[src/rtl/traffic_pkg.sv]
// traffic_pkg: shared phase encodings, direction codes and lamp helpers
package traffic_pkg;
   localparam int LAMP_W = 4;
   typedef enum logic [1:0] {ST_ALL_RED = 2'd0, ST_GREEN = 2'd1, ST_YELLOW = 2'd2} phase_t;
   typedef enum logic [1:0] {DIR_N = 2'd0, DIR_E = 2'd1, DIR_S = 2'd2, DIR_W = 2'd3} dir_t;
   function automatic logic [LAMP_W-1:0] dir_mask(input logic [1:0] d);
      return LAMP_W'(1) << d;
   endfunction
   function automatic logic [7:0] at_least_one(input logic [7:0] d);
      return d == 8'd0 ? 8'd1 : d;
   endfunction
endpackage

[src/rtl/phase_request_scheduler_if.sv]
// phase_request_scheduler_if: settings/requests in, lamps and status out
interface phase_request_scheduler_if;
   import traffic_pkg::*;
   logic              enable;
   logic [LAMP_W-1:0] req;
   logic              emg_req;
   logic [1:0]        emg_dir;
   logic [7:0]        green_duration;
   logic [7:0]        yellow_duration;
   logic [7:0]        red_holding;
   logic [LAMP_W-1:0] red;
   logic [LAMP_W-1:0] yellow;
   logic [LAMP_W-1:0] green;
   logic [1:0]        active_direction;
   logic [7:0]        countdown_sec;
   logic [1:0]        phase_state;
   logic [LAMP_W-1:0] pending;
   modport master (
      output enable, req, emg_req, emg_dir, green_duration, yellow_duration, red_holding,
      input  red, yellow, green, active_direction, countdown_sec, phase_state, pending
   );
   modport slave (
      input  enable, req, emg_req, emg_dir, green_duration, yellow_duration, red_holding,
      output red, yellow, green, active_direction, countdown_sec, phase_state, pending
   );
endinterface

[src/rtl/rr_arbiter4.sv]
// rr_arbiter4: picks the first set request after the last grant, wrapping
module rr_arbiter4
   import traffic_pkg::*;
(
   input  logic [LAMP_W-1:0] request,
   input  logic [1:0]        last,
   output logic [1:0]        grant,
   output logic              valid
);
   // offsets scanned from farthest to nearest so the nearest hit wins
   always_comb begin
      grant = last + 2'd1;
      valid = 1'b0;
      for (int i = 4; i >= 1; i--)
         if (request[2'(last + 2'(i))]) begin
            grant = 2'(last + 2'(i));
            valid = 1'b1;
         end
   end
endmodule

[src/rtl/phase_request_scheduler.sv]
// phase_request_scheduler: round-robin GREEN/YELLOW/ALL_RED phase sequencer
module phase_request_scheduler
   import traffic_pkg::*;
#(
   parameter int TICKS_PER_SEC = 100_000_000
)
(
   input logic                     clk,
   input logic                     reset,
   phase_request_scheduler_if.slave bus
);
   localparam int PW = TICKS_PER_SEC > 1 ? $clog2(TICKS_PER_SEC) : 1;
   phase_t            state_q, state_d;
   logic [PW-1:0]     presc_q, presc_d;
   logic [7:0]        count_q, count_d;
   logic [1:0]        dir_q, dir_d, grant, arb_grant;
   logic [LAMP_W-1:0] pending_q, pending_d;
   logic [LAMP_W-1:0] red_q, red_d, yellow_q, yellow_d, green_q, green_d;
   logic              arb_valid, tick, hold, preempt, leave, serve;
   rr_arbiter4 u_arb (
      .request (pending_q),
      .last    (dir_q),
      .grant   (arb_grant),
      .valid   (arb_valid)
   );
   // next phase, timing, grant and lamp decode; every field holds while disabled
   always_comb begin
      tick      = presc_q == PW'(TICKS_PER_SEC - 1);
      hold      = state_q == ST_GREEN && bus.emg_req && bus.emg_dir == dir_q;
      preempt   = state_q == ST_GREEN && bus.emg_req && bus.emg_dir != dir_q;
      leave     = bus.enable && (preempt || (!hold && tick && count_q == 8'd1));
      serve     = leave && state_q == ST_ALL_RED;
      state_d   = !leave ? state_q :
                  state_q == ST_GREEN  ? ST_YELLOW :
                  state_q == ST_YELLOW ? ST_ALL_RED : ST_GREEN;
      grant     = bus.emg_req ? bus.emg_dir : arb_valid ? arb_grant : dir_q + 2'd1;
      dir_d     = serve ? grant : dir_q;
      pending_d = !bus.enable ? pending_q :
                  (pending_q | bus.req) & ~(serve ? dir_mask(grant) : '0);
      presc_d   = !bus.enable || hold ? presc_q : leave || tick ? '0 : presc_q + PW'(1);
      count_d   = leave ? at_least_one(state_d == ST_GREEN  ? bus.green_duration :
                                       state_d == ST_YELLOW ? bus.yellow_duration :
                                       bus.red_holding) :
                  bus.enable && !hold && tick ? count_q - 8'd1 : count_q;
      red_d     = state_d == ST_ALL_RED ? '1 : ~dir_mask(dir_d);
      yellow_d  = state_d == ST_YELLOW ? dir_mask(dir_d) : '0;
      green_d   = state_d == ST_GREEN ? dir_mask(dir_d) : '0;
   end
   // state and registered outputs, async clear to the all-red idle
   always_ff @(posedge clk or posedge reset) begin
      if (reset) begin
         state_q   <= ST_ALL_RED;
         presc_q   <= '0;
         count_q   <= 8'd1;
         dir_q     <= DIR_W;
         pending_q <= '0;
         red_q     <= '1;
         yellow_q  <= '0;
         green_q   <= '0;
      end else begin
         state_q   <= state_d;
         presc_q   <= presc_d;
         count_q   <= count_d;
         dir_q     <= dir_d;
         pending_q <= pending_d;
         red_q     <= red_d;
         yellow_q  <= yellow_d;
         green_q   <= green_d;
      end
   end
   assign bus.red              = red_q;
   assign bus.yellow           = yellow_q;
   assign bus.green            = green_q;
   assign bus.active_direction = dir_q;
   assign bus.countdown_sec    = count_q;
   assign bus.phase_state      = state_q;
   assign bus.pending          = pending_q;
endmodule

[src/flat_wrapper.sv]
// flat-port wrapper written by rule: the top's interface ports become plain ports
module phase_request_scheduler_flat import traffic_pkg::*;
#(
   parameter int TICKS_PER_SEC = 100_000_000
)
  (clk, reset, bus_enable, bus_req, bus_emg_req, bus_emg_dir, bus_green_duration, bus_yellow_duration, bus_red_holding, bus_red, bus_yellow, bus_green, bus_active_direction, bus_countdown_sec, bus_phase_state, bus_pending);
  phase_request_scheduler_if bus_i ();
  input logic clk;
  input logic reset;
  input wire logic [$bits(bus_i.enable)-1:0] bus_enable;
  input wire logic [$bits(bus_i.req)-1:0] bus_req;
  input wire logic [$bits(bus_i.emg_req)-1:0] bus_emg_req;
  input wire logic [$bits(bus_i.emg_dir)-1:0] bus_emg_dir;
  input wire logic [$bits(bus_i.green_duration)-1:0] bus_green_duration;
  input wire logic [$bits(bus_i.yellow_duration)-1:0] bus_yellow_duration;
  input wire logic [$bits(bus_i.red_holding)-1:0] bus_red_holding;
  output wire logic [$bits(bus_i.red)-1:0] bus_red;
  output wire logic [$bits(bus_i.yellow)-1:0] bus_yellow;
  output wire logic [$bits(bus_i.green)-1:0] bus_green;
  output wire logic [$bits(bus_i.active_direction)-1:0] bus_active_direction;
  output wire logic [$bits(bus_i.countdown_sec)-1:0] bus_countdown_sec;
  output wire logic [$bits(bus_i.phase_state)-1:0] bus_phase_state;
  output wire logic [$bits(bus_i.pending)-1:0] bus_pending;
  assign bus_i.enable = bus_enable;
  assign bus_i.req = bus_req;
  assign bus_i.emg_req = bus_emg_req;
  assign bus_i.emg_dir = bus_emg_dir;
  assign bus_i.green_duration = bus_green_duration;
  assign bus_i.yellow_duration = bus_yellow_duration;
  assign bus_i.red_holding = bus_red_holding;
  assign bus_red = bus_i.red;
  assign bus_yellow = bus_i.yellow;
  assign bus_green = bus_i.green;
  assign bus_active_direction = bus_i.active_direction;
  assign bus_countdown_sec = bus_i.countdown_sec;
  assign bus_phase_state = bus_i.phase_state;
  assign bus_pending = bus_i.pending;
  phase_request_scheduler #(.TICKS_PER_SEC(TICKS_PER_SEC)) u_core (.clk(clk), .reset(reset), .bus(bus_i));
endmodule
[config.mk]
export PLATFORM = sky130hd
export DESIGN_NAME = phase_request_scheduler_flat
export DESIGN_NICKNAME = d
export VERILOG_FILES = /design/src/rtl/traffic_pkg.sv /design/src/rtl/phase_request_scheduler_if.sv /design/src/rtl/rr_arbiter4.sv /design/src/rtl/phase_request_scheduler.sv /design/src/flat_wrapper.sv
export SDC_FILE = /design/constraint.sdc
export NUM_CORES = 1
export LEC_CHECK = 0
export CAP_MARGIN = 30
export CORE_MARGIN = 4
export CORE_UTILIZATION = 35
export DETAILED_ROUTE_END_ITERATION = 6
export PLACE_DENSITY_LB_ADDON = 0.15
export SLEW_MARGIN = 5
export SYNTH_ARGS = -nofsm -noshare
export SYNTH_HDL_FRONTEND = slang
export SYNTH_HIERARCHICAL = 1
export SYNTH_SLANG_ARGS = --single-unit
export TNS_END_PERCENT = 30
[constraint.sdc]
create_clock -name clk -period 8.6 [get_ports clk]
set_clock_uncertainty 0.15 [all_clocks]
set_input_delay 2.15 -clock clk [delete_from_list [all_inputs] [get_ports clk]]
set_output_delay 2.15 -clock clk [all_outputs]
set_load 0.01 [all_outputs]
==> results.py <==
metrics = {
    "timing": {
        "slew_headroom_pct": 44.2,
        "hold_viol_final": 0,
        "grt_setup_unrepaired": "false",
        "finalMaxSlewViolations": 0,
        "min_period_over_period_pct": 61.7,
        "hold_slack_ns": 0.389,
        "fmax_mhz": 188,
        "setup_viol": 0,
        "layout_min_cycle_time_ns": 5.31,
        "worst_pin_slew_ns": 0.834,
        "setup_ws_ns": 3.29,
        "setup_tns_ns": 0,
    },
    "worst_setup_path": {
        "reg2reg_depth": 10,
        "crit_type": "in -> reg",
        "worstSetupStartpointType": "primary input",
        "cp_max_fo": 13,
        "required_ns": 8.67,
        "cp-end-kind": "flop",
        "crit_arrival_ns": 5.38,
    },
    "floorplanning": {
        "die_y_um": 103,
        "start_util_pct": 36.1,
        "ios": 62,
        "core_area_sq_um": 8720,
        "fp-row-count": 34,
        "die_area_sq_um": 10600,
        "die_w_um": 103,
    },
    "placed_design": {
        "dp_hpwl_mm": 5.71,
        "gp_congestion": 0.807,
        "place_inst": 520,
        "numPortBuffers": 61,
        "dpl_cell_area_sq_um": 3850,
        "post-place-ws_ns": 3.02,
    },
    "detailed_routing": {
        "via_count": 2774,
        "wl_met2_mm": 3.62,
        "wl_per_cell_um": 14.7,
        "m1WireLength_mm": 3.74,
        "drt_wl_total_mm": 7.76,
        "wl_met3_um": 287,
        "drc": 0,
        "vias_per_cell": 5.25,
        "highest_layer": "met4",
        "detail-route-antenna-nets": 0,
        "first_iter_violations": 105,
        "drtPass1Iterations": 4,
    },
    "pwr": {
        "leakagePower_nw": 1.69,
        "pwr_density_cell_nw_per_um2": 272,
        "peakVddDrop_mv": 0.132,
        "total_power_mw": 1.08,
    },
    "global_routing": {
        "grt_start_max_net_pins": 56,
        "grtUsageTotal_pct": 15.8,
        "grt_pass1_wl_mm": 13.3,
        "antenna_found_initial": 0,
        "grt-ovfl-total": 0,
        "grt_pass1_vias": 2776,
    },
    "worst_hold_path": {
        "min_path_type": "reg -> reg",
        "whs_path_depth": 1,
    },
    "job": {
        "max-cap-violations": 0,
    },
    "synthesis": {
        "yosysUniqueCellTypes": 56,
        "ys_seq_area_share_pct": 44.0,
        "ys.flop_type": "dfrtp_1",
        "syn_area_per_cell_sq_um": 8.70,
        "synth_edf_count": 0,
        "ys_ff_latch": 55,
        "syn_area_sq_um": 3150,
        "postSynth.asyncResetShare_pct": 100,
        "synthCells": 362,
        "syn_nets": 401,
        "synth_warnings": 6,
    },
    "final_layout": {
        "stdcell_count": 528,
        "drive_gt1_share_pct": 8.10,
        "final_area_sq_um": 3960,
        "antenna_cells": 0,
        "layout_commonest_cell": "clkdlybuf4s50_1",
        "final_util_pct": 45.4,
        "final_cell_mix": "clkdlybuf4s50_1 (61), dfrtp_1 (48), nor2_1 (42), o21ai_0 (33), nand2_1 (30)",
        "synthToLayoutAreaGrowth_pct": 25.7,
        "num-nets-final": 458,
    },
    "clocking": {
        "cts_num_sinks": 55,
        "hold_buffers": 0,
        "root_buffer": "clkbuf_8",
        "cts_tree": "done",
        "ctsResizeCount": 0,
        "numCtsBuffers": 5,
        "cts.htree.levels": 2,
        "cts_setup_buffers": 0,
        "clk_pin_slew_worst_paths_ns": 0.09,
        "clkLatencyLatePin_ns": 0.30,
        "clockBufferDepth": 2,
    },
    "status": {
        "status": "finished, final reports clean",
    },
}
-- cells by family (layout without fill, tap and decap cells) --
| group | Yosys count | in the layout | synth area share [%] |
|---|---|---|---|
| buffers and inverters | 40 | 98 | 4.92 |
| XOR/XNOR | 18 | 18 | 5.00 |
| adder cells (fa/ha/maj) | 5 | 5 | 1.99 |
| AO/OA/AOI/OAI | 81 | 81 | 15.8 |
| AND/OR/NAND/NOR | 153 | 153 | 24.9 |
| multiplexers | 10 | 10 | 3.42 |
| flip-flops | 55 | 55 | 44.0 |
-- path summary, 6_finish.rpt --
kind / startpoint / to / slack [ns]
setup reg to reg: u_core/bus.phase_state[1] / u_core/bus.yellow[0] / 4.71
max in group asynchronous: reset / u_core/bus.yellow[1] / 5.64
min in group asynchronous: reset / u_core/presc_q[21] / 2.18
setup / recovery: bus_emg_req / u_core/bus.yellow[0] / 3.29
hold / removal: u_core/presc_q[7] / u_core/presc_q[7] / 0.39
hold reg to reg: u_core/presc_q[7] / u_core/presc_q[7] / 0.39
-- per-layer routing --
metal  up-vias  GRT usage (%)
met5         -              0
met4         0           4.28
met3         8           3.32
met2        50           25.3
met1      1339           21.7
li1       1377              -
-- layout make-up --
class                   instances  area, sq um
clock buffers                   7         76.3
clock inverters                 1         30.0
fillers                       842         4760
inverters                      28          105
multi-input cells             267         1610
flip-flops and latches         55         1390
well taps                     108          135
repair buffers                 62          618
-- cells in the mapped netlist, types with 8 or more instances --
cell | number | share of area, %
a21oi_1 | 20 | 3.2
o21ai_0 | 33 | 5.2
dfrtp_1 | 48 | 38
clkbuf_1 | 8 | 0.95
nand3_1 | 13 | 2.1
nor3_1 | 17 | 2.7
xor2_1 | 12 | 3.3
nand2b_1 | 9 | 1.8
nor2_1 | 42 | 5.0
inv_1 | 27 | 3.2
nand2_1 | 30 | 3.6
nand4_1 | 8 | 1.6
-- registers in the layout, indices dropped and copies added (netlist names) --
name	count
u_core/presc_q	27
u_core/bus.countdown_sec	8
u_core/bus.green	4
u_core/bus.pending	4
u_core/bus.red	4
u_core/bus.yellow	4
u_core/bus.active_direction	2
u_core/bus.phase_state	2
-- worst max-delay path: stages --
cell	delay, ns
clkdlybuf4s50_1	0.49
nand2_1	0.23
nor3_1	0.09
nor2_1	0.64
nand3_2	0.45
nor2_1	0.34
mux2i_1	0.54
inv_1	0.24
nor3_1	0.20
-- power breakdown --
group	leakage (nW)	internal (mW)	switching, mW
clock network	0.0524	0.0874	0.0837
registers	0.702	0.325	0.0694
logic	0.935	0.236	0.274
total	1.69	0.648	0.428
No activity file was read; power rests on OpenSTA's default activity.
